$ cat config.mk
export PLATFORM = sky130hd
export DESIGN_NAME = fetch_queue_unit
export DESIGN_NICKNAME = d
export VERILOG_FILES = /design/src/rtl/fetch_queue_unit.sv
export SDC_FILE = /design/constraint.sdc
export NUM_CORES = 1
export LEC_CHECK = 0
export CORE_ASPECT_RATIO = 0.8
export CORE_MARGIN = 2
export CORE_UTILIZATION = 61
export DETAILED_ROUTE_END_ITERATION = 10
export PLACE_DENSITY = 0.93
export SETUP_SLACK_MARGIN = 0.02
export SLEW_MARGIN = 20
export SYNTH_ARGS = -nofsm -noshare
export SYNTH_HDL_FRONTEND = slang
export SYNTH_SLANG_ARGS = --single-unit
$ cat constraint.sdc
create_clock -name clk -period 15.5 [get_ports clk]
set_clock_uncertainty 0.1 [all_clocks]
set_input_delay 2.325 -clock clk [delete_from_list [all_inputs] [get_ports clk]]
set_output_delay 2.325 -clock clk [all_outputs]
set_load 0.01 [all_outputs]
$ cat src/rtl/fetch_queue_unit.sv
// Instruction fetch queue: single outstanding memory read feeding
// a small FIFO of {pc, instruction} entries, with redirect flush.
module fetch_queue_unit #(
  parameter int ADDR_W = 32,
  parameter int DATA_W = 32,
  parameter int DEPTH = 4,
  parameter logic [ADDR_W-1:0] RESET_PC = '0,
  parameter int INC = 4
) (
  input  logic              clk,
  input  logic              reset,
  input  logic              redirect,
  input  logic [ADDR_W-1:0] redirect_addr,
  output logic              mem_req,
  output logic [ADDR_W-1:0] mem_addr,
  input  logic              mem_moc,
  input  logic [DATA_W-1:0] mem_data,
  output logic              ir_valid,
  input  logic              ir_ready,
  output logic [DATA_W-1:0] ir_out,
  output logic [ADDR_W-1:0] ir_pc,
  output logic [$clog2(DEPTH):0] q_count
);

  localparam int PW = $clog2(DEPTH);
  localparam int CW = PW + 1;
  localparam logic [ADDR_W-1:0] INC_A = ADDR_W'(INC);
  localparam logic [ADDR_W-1:0] ALIGN =
    ~(ADDR_W'(INC) - ADDR_W'(1));
  localparam logic [CW-1:0] FULL = CW'(DEPTH);

  typedef enum logic [1:0] {
    IDLE  = 2'd0,
    WAIT  = 2'd1,
    DRAIN = 2'd2
  } state_t;

  state_t state;
  state_t state_nx;

  logic [ADDR_W-1:0] fpc;
  logic [ADDR_W-1:0] req_addr;
  logic [ADDR_W-1:0] pc_q [DEPTH];
  logic [DATA_W-1:0] ir_q [DEPTH];
  logic [PW-1:0]     rd_ptr;
  logic [PW-1:0]     wr_ptr;
  logic [CW-1:0]     count;

  logic issue;
  logic push;
  logic pop;

  always_ff @(posedge clk) begin
    if (reset) begin
      state <= IDLE;
    end else begin
      state <= state_nx;
    end
  end

  // moc wins over redirect in WAIT: the request is retired either way
  always_comb begin
    state_nx = state;
    unique case (1'b1)
      state == IDLE: begin
        if (issue) state_nx = WAIT;
      end
      state == WAIT: begin
        if (mem_moc) state_nx = IDLE;
        else if (redirect) state_nx = DRAIN;
      end
      state == DRAIN: begin
        if (mem_moc) state_nx = IDLE;
      end
      default: state_nx = IDLE;
    endcase
  end

  always_comb begin
    mem_req = 1'b0;
    issue   = 1'b0;
    push    = 1'b0;
    unique case (state)
      IDLE: begin
        issue   = !reset && !redirect
                  && (count < FULL);
        mem_req = issue;
      end
      WAIT: begin
        mem_req = !reset;
        push    = mem_moc && !redirect;
      end
      DRAIN: begin
        mem_req = !reset;
      end
      default: begin
        mem_req = 1'b0;
      end
    endcase
  end

  assign pop = (count != '0) && ir_ready;

  // a redirect may retarget fpc while a stale read is still pending
  assign mem_addr = (state == IDLE) ? fpc : req_addr;

  always_ff @(posedge clk) begin
    if (reset) begin
      fpc      <= RESET_PC;
      req_addr <= RESET_PC;
      rd_ptr   <= '0;
      wr_ptr   <= '0;
      count    <= '0;
      for (int i = 0; i < DEPTH; i++) begin
        pc_q[i] <= '0;
        ir_q[i] <= '0;
      end
    end else begin
      if (issue) req_addr <= fpc;
      if (redirect) begin
        fpc    <= redirect_addr & ALIGN;
        rd_ptr <= '0;
        wr_ptr <= '0;
        count  <= '0;
      end else begin
        if (push) begin
          pc_q[wr_ptr] <= req_addr;
          ir_q[wr_ptr] <= mem_data;
          wr_ptr       <= wr_ptr + PW'(1);
          fpc          <= fpc + INC_A;
        end
        if (pop) rd_ptr <= rd_ptr + PW'(1);
        count <= count + CW'(push) - CW'(pop);
      end
    end
  end

  assign ir_valid = (count != '0);
  assign ir_out   = ir_q[rd_ptr];
  assign ir_pc    = pc_q[rd_ptr];
  assign q_count  = count;

endmodule
Word-level counts from Yosys, hierarchy flattened
Memories as Yosys holds them, arrays and structs flattened. A register that Yosys moved wholly into a read port is not among the register bits. Cells that the tools add are included.

$add $sub $neg: 5. Order comparisons: 1. Equal/unequal tests: 5. Multiplexer cells: 27. Reduce and logical (&&, ||, !) cells: 14.

Operators by type and width (count): two-way mux 32 bit (5); OR reduction 32 bit (2); adder 32 x 3 -> 32 bit (second input constant) (1); two-way mux 2 bit (10); two-way mux 1 bit (10); one-hot mux 2 bit (3 select lines) (1); adder 2 x 1 -> 2 bit (second input constant) (2); logical AND 1 bit (4); != test 2 bit (second input constant) (2); OR reduction 2 bit (2); adder 3 x 1 -> 3 bit (1); less-than comparator 3 bit (second input constant) (1); != test 3 bit (second input constant) (1); AND reduction 3 bit (1); nonzero test 3 bit (1); subtractor 3 x 1 -> 3 bit (1); equality test 2 x 1 -> 1 bit (second input constant) (1); equality test 2 bit (second input constant) (1); zero test 1 bit (2); zero test 2 bit (1); one-hot mux 1 bit (2 select lines) (1); nonzero test 2 bit (1).

Flip-flop bits (word level): 73. Bits in writable memories: 256. Input bits: 69. Output and inout bits: 101. Word-level logic and storage cells: 61. Memories kept: 2.

Memories: ir_q (depth 4, bits a word 32, rd ports 1, clocked after memory_dff 1, write ports 4, line 44) `logic [DATA_W-1:0] ir_q [DEPTH];`; pc_q (depth 4, bits a word 32, rd ports 1, clocked after memory_dff 1, write ports 4, line 43) `logic [ADDR_W-1:0] pc_q [DEPTH];`.

Longest topological paths before layout
Gate-level depths: netlist of the first run.

Depth after elaboration: 9. Depth in mapped cells: 13. Gate-level depth less buffers: 11.

Least setup slack after synthesis of the first run
Ideal clock, no wire load.

Path type: in2reg. Start: input port mem_moc. End: memory ir_q[3][0], enable pin. Library setup time: 568 ps. Arrival time: 7550 ps. Data required time: 14832 ps. Slack: 7283 ps. Cell stages on the path: 5. Path buffers: 2. Cell sequence: and2_1 > clkbuf_1 > buf_1 > nand2_1 > o21ai_0.

RTL lines: start, declared (line 16) `input logic mem_moc,`; end, declared (line 44).

Worst setup path after layout of the first run
Start: input port reset. End: output port mem_req.

Word-level cells in the longest chain between the ends: 4.

Ends and longest elaborated chain: start, declared (line 11) `input logic reset,`; zero test 1 bit * (line 85, 90, 94); logical AND 1 bit (line 85) `issue = !reset && !redirect`; logical AND 1 bit (line 86) `&& (count < FULL);`; one-hot mux 1 bit (2 select lines) * (line 83) `unique case (state)`; end, declared (line 14) `output logic mem_req,`.

Every way passes the cells marked *; elsewhere a longest branch is shown, timed or not.

==> out/qor.csv, run 1 <==
stage,metric,value,unit
power_and_ir_drop,sw frac,22.2,%
synth,Compound-Gate Fraction of Synth Area,4.18,%
power_and_ir_drop,Power Density,106,nW/um^2
clocking,CTS buffer count,31,
layout,Final nets,1285,
setup_path,Crit Path Max Fanout,62,
die,die width,176,microns
route,DR pass1 iterations,7,
layout,"Design Area, Final",17300,sq um
layout,Area Overhead vs Synth,19.8,%
clocking,root buf cell,clkbuf_16,
power_and_ir_drop,Peak VDD IR,86.2,uV
power_and_ir_drop,part of the power in registers,53.0,%
clocking,post_cts resized,0,
setup_path,CP top delay family,buffers and inverters,
clocking,hold buffers post-CTS,0,
sta,Slew headroom,35.9,%
die,die area,24900,sq um
setup_path,CP peak stage delay,0.61,ns
synth,largest family of logic cells by synthesized area,simple AND/OR/NAND/NOR gates,
sta,Setup TNS,0,ns
synth,top area cells in the synthesized netlist,"edfxtp_1 (52%), dfxtp_1 (9.9%), mux4_2 (9.7%)",
power_and_ir_drop,Leak,6.23,nW
route,initial DRC count,1254,
synth,sequential share of the synthesized area,61.5,%
synth,multiplexer share of the synthesized area,12.1,%
global_route,overall routing resource usage,27.6,%
synth,adder-cell share of the synthesized area,0.747,%
sta,RSZ-0062 raised after global routing,false,
synth,Post-Synthesis Cells,1076,
synth,asr flop ratio synth,0,%
synth,distinct cell type count after synthesis,52,
route,ANT nets after route,0,
clocking,Clock Sinks,319,
sta,Final Worst Setup Slack,8.79,ns
place,GPL Wtd Cong,0.902,
setup_path,WS Path Type,in -> out,
place,Final HPWL DP,20600,microns
synth,Synth area leader,edfxtp_1,
power_and_ir_drop,Internal Pwr Total,1.43,mW
sta,Worst Tran Pin Value,0.952,ns
status,status,finished clean,
sta,final worst path period share,43.3,%
die,I/O pins,170,
place,buffers added on ports,163,
setup_path,"critical path, cell by cell",buf_2 -> buf_4 -> inv_1 -> nand2_1 -> a21oi_1 -> clkdlybuf4s50_1,
synth,Yosys warnings,0,
clocking,Post-CTS Setup Bufs,0,
global_route,total gr overflow,0,
synth,"count leader, synth",edfxtp_1,
place,DP Area,16300,sq um
synth,syn_area_per_cell,13.4,sq um
power_and_ir_drop,clock power share,39.2,%
sta,Final Max Slew Viols,0,
global_route,largest net degree at the start of global routing,68,
worst_hold_path,worst hold path class,reg -> reg,
sta,count of final setup violators,0,
global_route,GRT met2 Usage,45.7,%
sta,final hold violations,0,
clocking,clock latency on the worst-skew pair,0.57,ns
power_and_ir_drop,NetSw,0.408,mW
clocking,H-tree depth,1,
route,drt wl/cell,22.3,microns
route,Vias/cell,6.23,
layout,layout cells sized above 1,14.2,%
power_and_ir_drop,logic gate share of total power,7.8,%
synth,"EDFF count, synth",248,
global_route,vias in the first global route,9418,
synth,Main synth FF type,edfxtp_1,
global_route,antenna violations before repair,0,
die,Starting Density,61.9,%
place,DP Worst Slack,8.93,ns
clocking,Worst-path clk slew,0.06,ns
synth,post-synthesis cell area,14400,sq um
flow_run,maxcap violations,0,
setup_path,startpoint types,primary input,
die,core area,23300,sq um
route,Post-route DRC,0,
global_route,met3 usage,4.23,%
layout,n_diodes,0,
sta,fin crit period,6.71,ns
global_route,first-pass GRT wire length,52600,microns
synth,simple-gate share of the synthesized area,17.7,%
synth,Synth top area share,51.7,%
setup_path,CP arrival,4.28,ns
setup_path,CP Capture Type,primary output,
setup_path,CP max-delay cell,clkdlybuf4s50_1,
sta,Max Clock Freq,0.149,GHz
route,routed wire length,34400,microns
clocking,clock buffer depth,3,
global_route,grt met1 use,39.5,%
route,via count,9623,
die,Rows,50,
setup_path,Bufs and invs on worst path,4,
die,die height,141,microns
global_route,gr busiest metal,met2,
clocking,CTS tree,done,
synth,xor-xnor portion of the synthesized cell area,0.972,%
setup_path,Worst Path Required,13.07,ns
synth,"flops & latches, synth",319,
synth,Post-synth top cells,"edfxtp_1 (248), and2_1 (189), nand2_1 (83)",
-- routing by layer --
layer  vias up  part of all wire (%)
met1      4776                    40
met3        49                   9.5
met2       548                    49
met5         -                     0
met4         0                   1.6
li1       4250                     -
-- layout by cell type, fill, tap and decap left out, drive strengths merged, types with 4 or more instances in the layout --
cell             n
clkdlybuf4s50  162
o21ai            9
a211oi          15
and2           189
buf             18
nand4           14
clkinv          10
clkbuf          45
edfxtp         248
and4             7
o31ai            4
or4              6
nor3             8
dfxtp           71
conb             4
mux4            62
mux2            30
ha               7
nand3           10
nand2           83
or2              6
nand2b           4
nor2            32
a21oi           39
nor4            11
inv             14
a311oi           8
xor2             4
or3              5
and3            67
xnor2           12
-- logic make-up (layout without fill, tap and decap cells) --
logic type	after synthesis	in the layout
buffers and inverters	97	250
multiplexers	93	93
flip-flops	319	319
AO/OA/AOI/OAI	92	92
AND/OR/NAND/NOR	450	450
other	1	4
XOR/XNOR	16	16
adder cells (fa/ha/maj)	8	8
-- power groups by stage --
stage	Clock [mW]	Combinational, mW	Sequential (mW)
3_5_place_dp	0	0.142	0.990
2_1_floorplan	0	0.0733	0.983
3_3_place_gp	0	0.140	0.986
4_1_cts	0.729	0.143	0.972
5_1_grt	0.760	0.153	0.975
6_report	0.719	0.144	0.972
-- worst reg2reg max path, delay by kind of cell (launching register included) --
kind / cells / cell delay (ns)
and+or+nand+nor: 3 / 0.94
adders and majority gates: 4 / 1.33
xor gates and xnor gates: 2 / 0.36
DFF: 1 / 0.34
buffers and inverters: 3 / 0.72
-- layout make-up --
| cell class | instances | area [sq um] |
|---|---|---|
| sequential | 319 | 8870 |
| fill | 1453 | 6010 |
| multi-input combinational | 663 | 5230 |
| timing repair buffer | 180 | 1750 |
| clock buffer | 45 | 876 |
| tap | 312 | 390 |
| clock inverter | 12 | 92.6 |
| inverter | 13 | 48.8 |
-- flip-flops by register name, summed over array words and instances (netlist names), named ones only --
name	cells
fpc	30
ir_q	128
pc_q	120
q_count	3
rd_ptr	2
req_addr	30
state	2
wr_ptr	2
-- stage by stage --
stage / hold WS (ns) / util [%] / power (mW) / std cells
final: 0.415 / 74.2 / 1.84 / 1544
after floorplan: 0.341 / - / 1.06 / 1079
after CTS: 0.406 / 74.2 / 1.84 / 1544
after global routing: 0.436 / 74.2 / 1.89 / 1544
after global placement: 0.380 / 70.0 / 1.13 / 1487
after detailed placement: 0.396 / 70.0 / 1.13 / 1487
-- path summary, 6_finish.rpt --
path                                           startpoint                        end  slack [ns]  cells after the start
worst max-delay path                                reset                    mem_req        8.79                      6
worst min register to register  req_addr[29]$_SDFFE_PP0P_  req_addr[29]$_SDFFE_PP0P_        0.41                      2
worst max register to register      state[1]$_SDFFE_PP0P_      q_count[2]$_SDFF_PP0_       11.58                     12
worst min-delay path            req_addr[29]$_SDFFE_PP0P_  req_addr[29]$_SDFFE_PP0P_        0.41                      2
Power figures use the tool's default switching activity.
==> run 2: changes to the inputs <==
- CORE_UTILIZATION: 61 -> 56
- PLACE_DENSITY: 0.93 -> 0.87
- clock period: 15.5 -> 6.91 ns (I/O delays scaled with it)
==> run 2 against run 1 <==
Compared with the run above: setup slack got worse by 6.3 ns; non-clock buffer count did not move; worst hold slack got worse by 0.031 ns; total power rose by 130%; critical path depth did not move; via count fell by 1.9%; die area rose by 8.7%; first-iteration DRC count fell by 26%; utilization fell by 5.6 points; sequential share of layout area fell by 0.24 points; cell area rose by 0.48%; cell count rose by 0.78%.
==> out/qor.csv, run 2 (synthesis results as in run 1) <==
stage,metric,value,unit,change
clocking,clock buffer depth,3,,unchanged
power_and_ir_drop,Power Density,243,nW/um^2,+130%
layout,fin util,68.5,%,-5.6 points
die,I/O pins,170,,unchanged
route,DR pass1 iterations,5,,-2
layout,most frequent cells in the layout,"edfxtp_1 (248), and2_1 (188), clkdlybuf4s50_1 (162)",,
clocking,root buf cell,clkbuf_16,,
status,status,finished clean,,
setup_path,Worst Path Required,5.77,ns,-7.30 ns
setup_path,FF-to-FF path depth,8,,-4
route,Post-route DRC,0,,unchanged
clocking,post_cts resized,0,,unchanged
clocking,Clock Sinks,319,,unchanged
layout,n_diodes,0,,unchanged
die,core area,25300,sq um,+8.8%
sta,Fin Hold WS,0.384,ns,-0.0307 ns
layout,FF+latch area,8870,sq um,unchanged
power_and_ir_drop,Leak,6.26,nW,+0.51%
die,die height,147,microns,+4.2%
place,placed cells,1498,,+0.74%
die,Rows,52,,+4.0%
layout,Multi-input gate area,5230,sq um,about the same
sta,Slew headroom,27.4,%,-8.5 points
place,GPL Wtd Cong,0.923,,+2.3%
global_route,overall routing resource usage,25.4,%,-2.2 points
setup_path,CP Capture Type,primary output,,
route,initial DRC count,934,,-26%
global_route,largest net degree at the start of global routing,74,,+8.8%
layout,Area Overhead vs Synth,20.4,%,
clocking,CTS tree,done,,
route,routed wire length,34300,microns,-0.43%
clocking,H-tree depth,1,,unchanged
setup_path,CP top delay family,buffers and inverters,,
clocking,hold buffers post-CTS,0,,unchanged
route,ANT nets after route,0,,unchanged
clocking,Worst-path clk slew,0.06,ns,about the same
clocking,CTS buffer count,31,,unchanged
setup_path,CP max-delay cell,clkdlybuf4s50_1,,
route,via count,9441,,-1.9%
place,DP Area,16300,sq um,about the same
place,DP Worst Slack,2.32,ns,-6.60 ns
power_and_ir_drop,logic gate share of total power,7.7,%,about the same
sta,fin crit period,4.46,ns,
layout,fill count,1666,,+15%
layout,"commonest non-fill, non-tap cell in the layout",edfxtp_1,,
clocking,Post-CTS Setup Bufs,0,,unchanged
route,drt wl/cell,22.0,microns,-1.2%
worst_hold_path,Worst Hold Depth,2,,unchanged
layout,Final Non-Filler Cells,1556,,+0.78%
layout,Final nets,1285,,unchanged
setup_path,WP depth,6,,unchanged
sta,RSZ-0062 raised after global routing,false,,
place,Final HPWL DP,20400,microns,-1.1%
power_and_ir_drop,sw frac,22.1,%,-0.14 points
sta,Final Worst Setup Slack,2.45,ns,-6.34 ns
worst_hold_path,worst hold path class,reg -> reg,,
global_route,total gr overflow,0,,unchanged
layout,Biggest register,ir_q,,
die,die width,183,microns,+4.3%
sta,Max Clock Freq,0.224,GHz,
route,Vias/cell,6.07,,-2.6%
setup_path,"critical path, cell by cell",clkdlybuf4s50_1 -> buf_4 -> nor2_4 -> nand3b_1 -> a21oi_1 -> clkdlybuf4s50_1,,
setup_path,WS Path Type,in -> out,,
power_and_ir_drop,Peak VDD IR,211,uV,+150%
layout,biggest regs,"ir_q x128, pc_q x120",,
global_route,first-pass GRT wire length,52600,microns,about the same
sta,final hold violations,0,,unchanged
setup_path,CP peak stage delay,0.65,ns,+0.04 ns
global_route,vias in the first global route,9326,,-0.98%
sta,Worst Tran Pin Value,1.09,ns,+0.134 ns
setup_path,startpoint types,primary input,,
place,buffers added on ports,163,,unchanged
flow_run,maxcap violations,0,,unchanged
setup_path,Crit Path Max Fanout,13,,-79%
power_and_ir_drop,Internal Pwr Total,3.28,mW,+130%
layout,layout cells sized above 1,14.4,%,+0.24 points
global_route,antenna violations before repair,0,,unchanged
sta,final worst path period share,64.5,%,
layout,"Design Area, Final",17300,sq um,+0.48%
layout,max FFs per register,128,,unchanged
power_and_ir_drop,NetSw,0.929,mW,+130%
setup_path,CP arrival,3.32,ns,-0.96 ns
setup_path,cell mode on critical path,clkdlybuf4s50_1,,
clocking,clock latency on the worst-skew pair,0.57,ns,about the same
die,Starting Density,56.9,%,-5.0 points
power_and_ir_drop,part of the power in registers,51.8,%,-1.2 points
sta,count of final setup violators,0,,unchanged
setup_path,Bufs and invs on worst path,3,,-1
power_and_ir_drop,clock power share,40.4,%,+1.2 points
sta,Final Max Slew Viols,0,,unchanged
die,die area,27000,sq um,+8.7%
-- run 2: changes by cell type in the layout (fill, tap and decap cells not counted), moves of 2 or more --
cell / previous run / this run
bufinv_16: 1 / 4
clkbuf_1: 8 / 6
clkbuf_4: 2 / 0
clkbuf_8: 4 / 2
clkinv_2: 4 / 8
-- run 2: tightest hold or removal path, delay by kind of cell, from the launching register on --
family	cells	cell delay, ns
and+or+nand+nor	1	0.06
AOI/OAI and AO/OA	1	0.05
DFF	1	0.33
-- run 2: worst paths after layout --
kind	start	endpoint	slack (ns)
max	redirect	mem_req	2.45
min	fpc[31]$_SDFFE_PP0P_	req_addr[31]$_SDFFE_PP0P_	0.38
max reg2reg	state[1]$_SDFFE_PP0P_	pc_q[1][22]$_SDFFCE_PN0P_	3.18
min reg2reg	fpc[31]$_SDFFE_PP0P_	req_addr[31]$_SDFFE_PP0P_	0.38
-- run 2: metal layers --
| metal | vias up | global-route usage, % | wire [microns] |
|---|---|---|---|
| met2 | 498 | 39.8 | 15900 |
| li1 | 4245 | - | - |
| met5 | - | 0 | 0 |
| met1 | 4643 | 37.1 | 14400 |
| met4 | 0 | 7.12 | 755 |
| met3 | 55 | 4.66 | 3230 |
-- run 2: final cells by class --
cell class / instances / share of cell area, %
clock buffer: 39 / 4.76
inverter: 13 / 0.281
multi-input combinational: 663 / 30.2
timing repair buffer: 180 / 10.2
sequential: 319 / 51.2
tap: 324 / 2.34
clock inverter: 18 / 1.08
-- run 2: power groups by stage --
stage                     registers (mW)  logic, mW  clock network [mW]
after global placement              2.21      0.317                   0
after global routing                2.19      0.344                1.79
after detailed placement            2.22      0.321                   0
after floorplan                     2.20      0.164                   0
after CTS                           2.18      0.324                1.72
final                               2.18      0.325                1.70
-- run 2: metrics by stage --
step	setup TNS, ns	power [mW]
after floorplan	-3.48	2.37
after global placement	0	2.53
after detailed placement	0	2.54
after CTS	0	4.22
after global routing	0	4.32
final	0	4.21
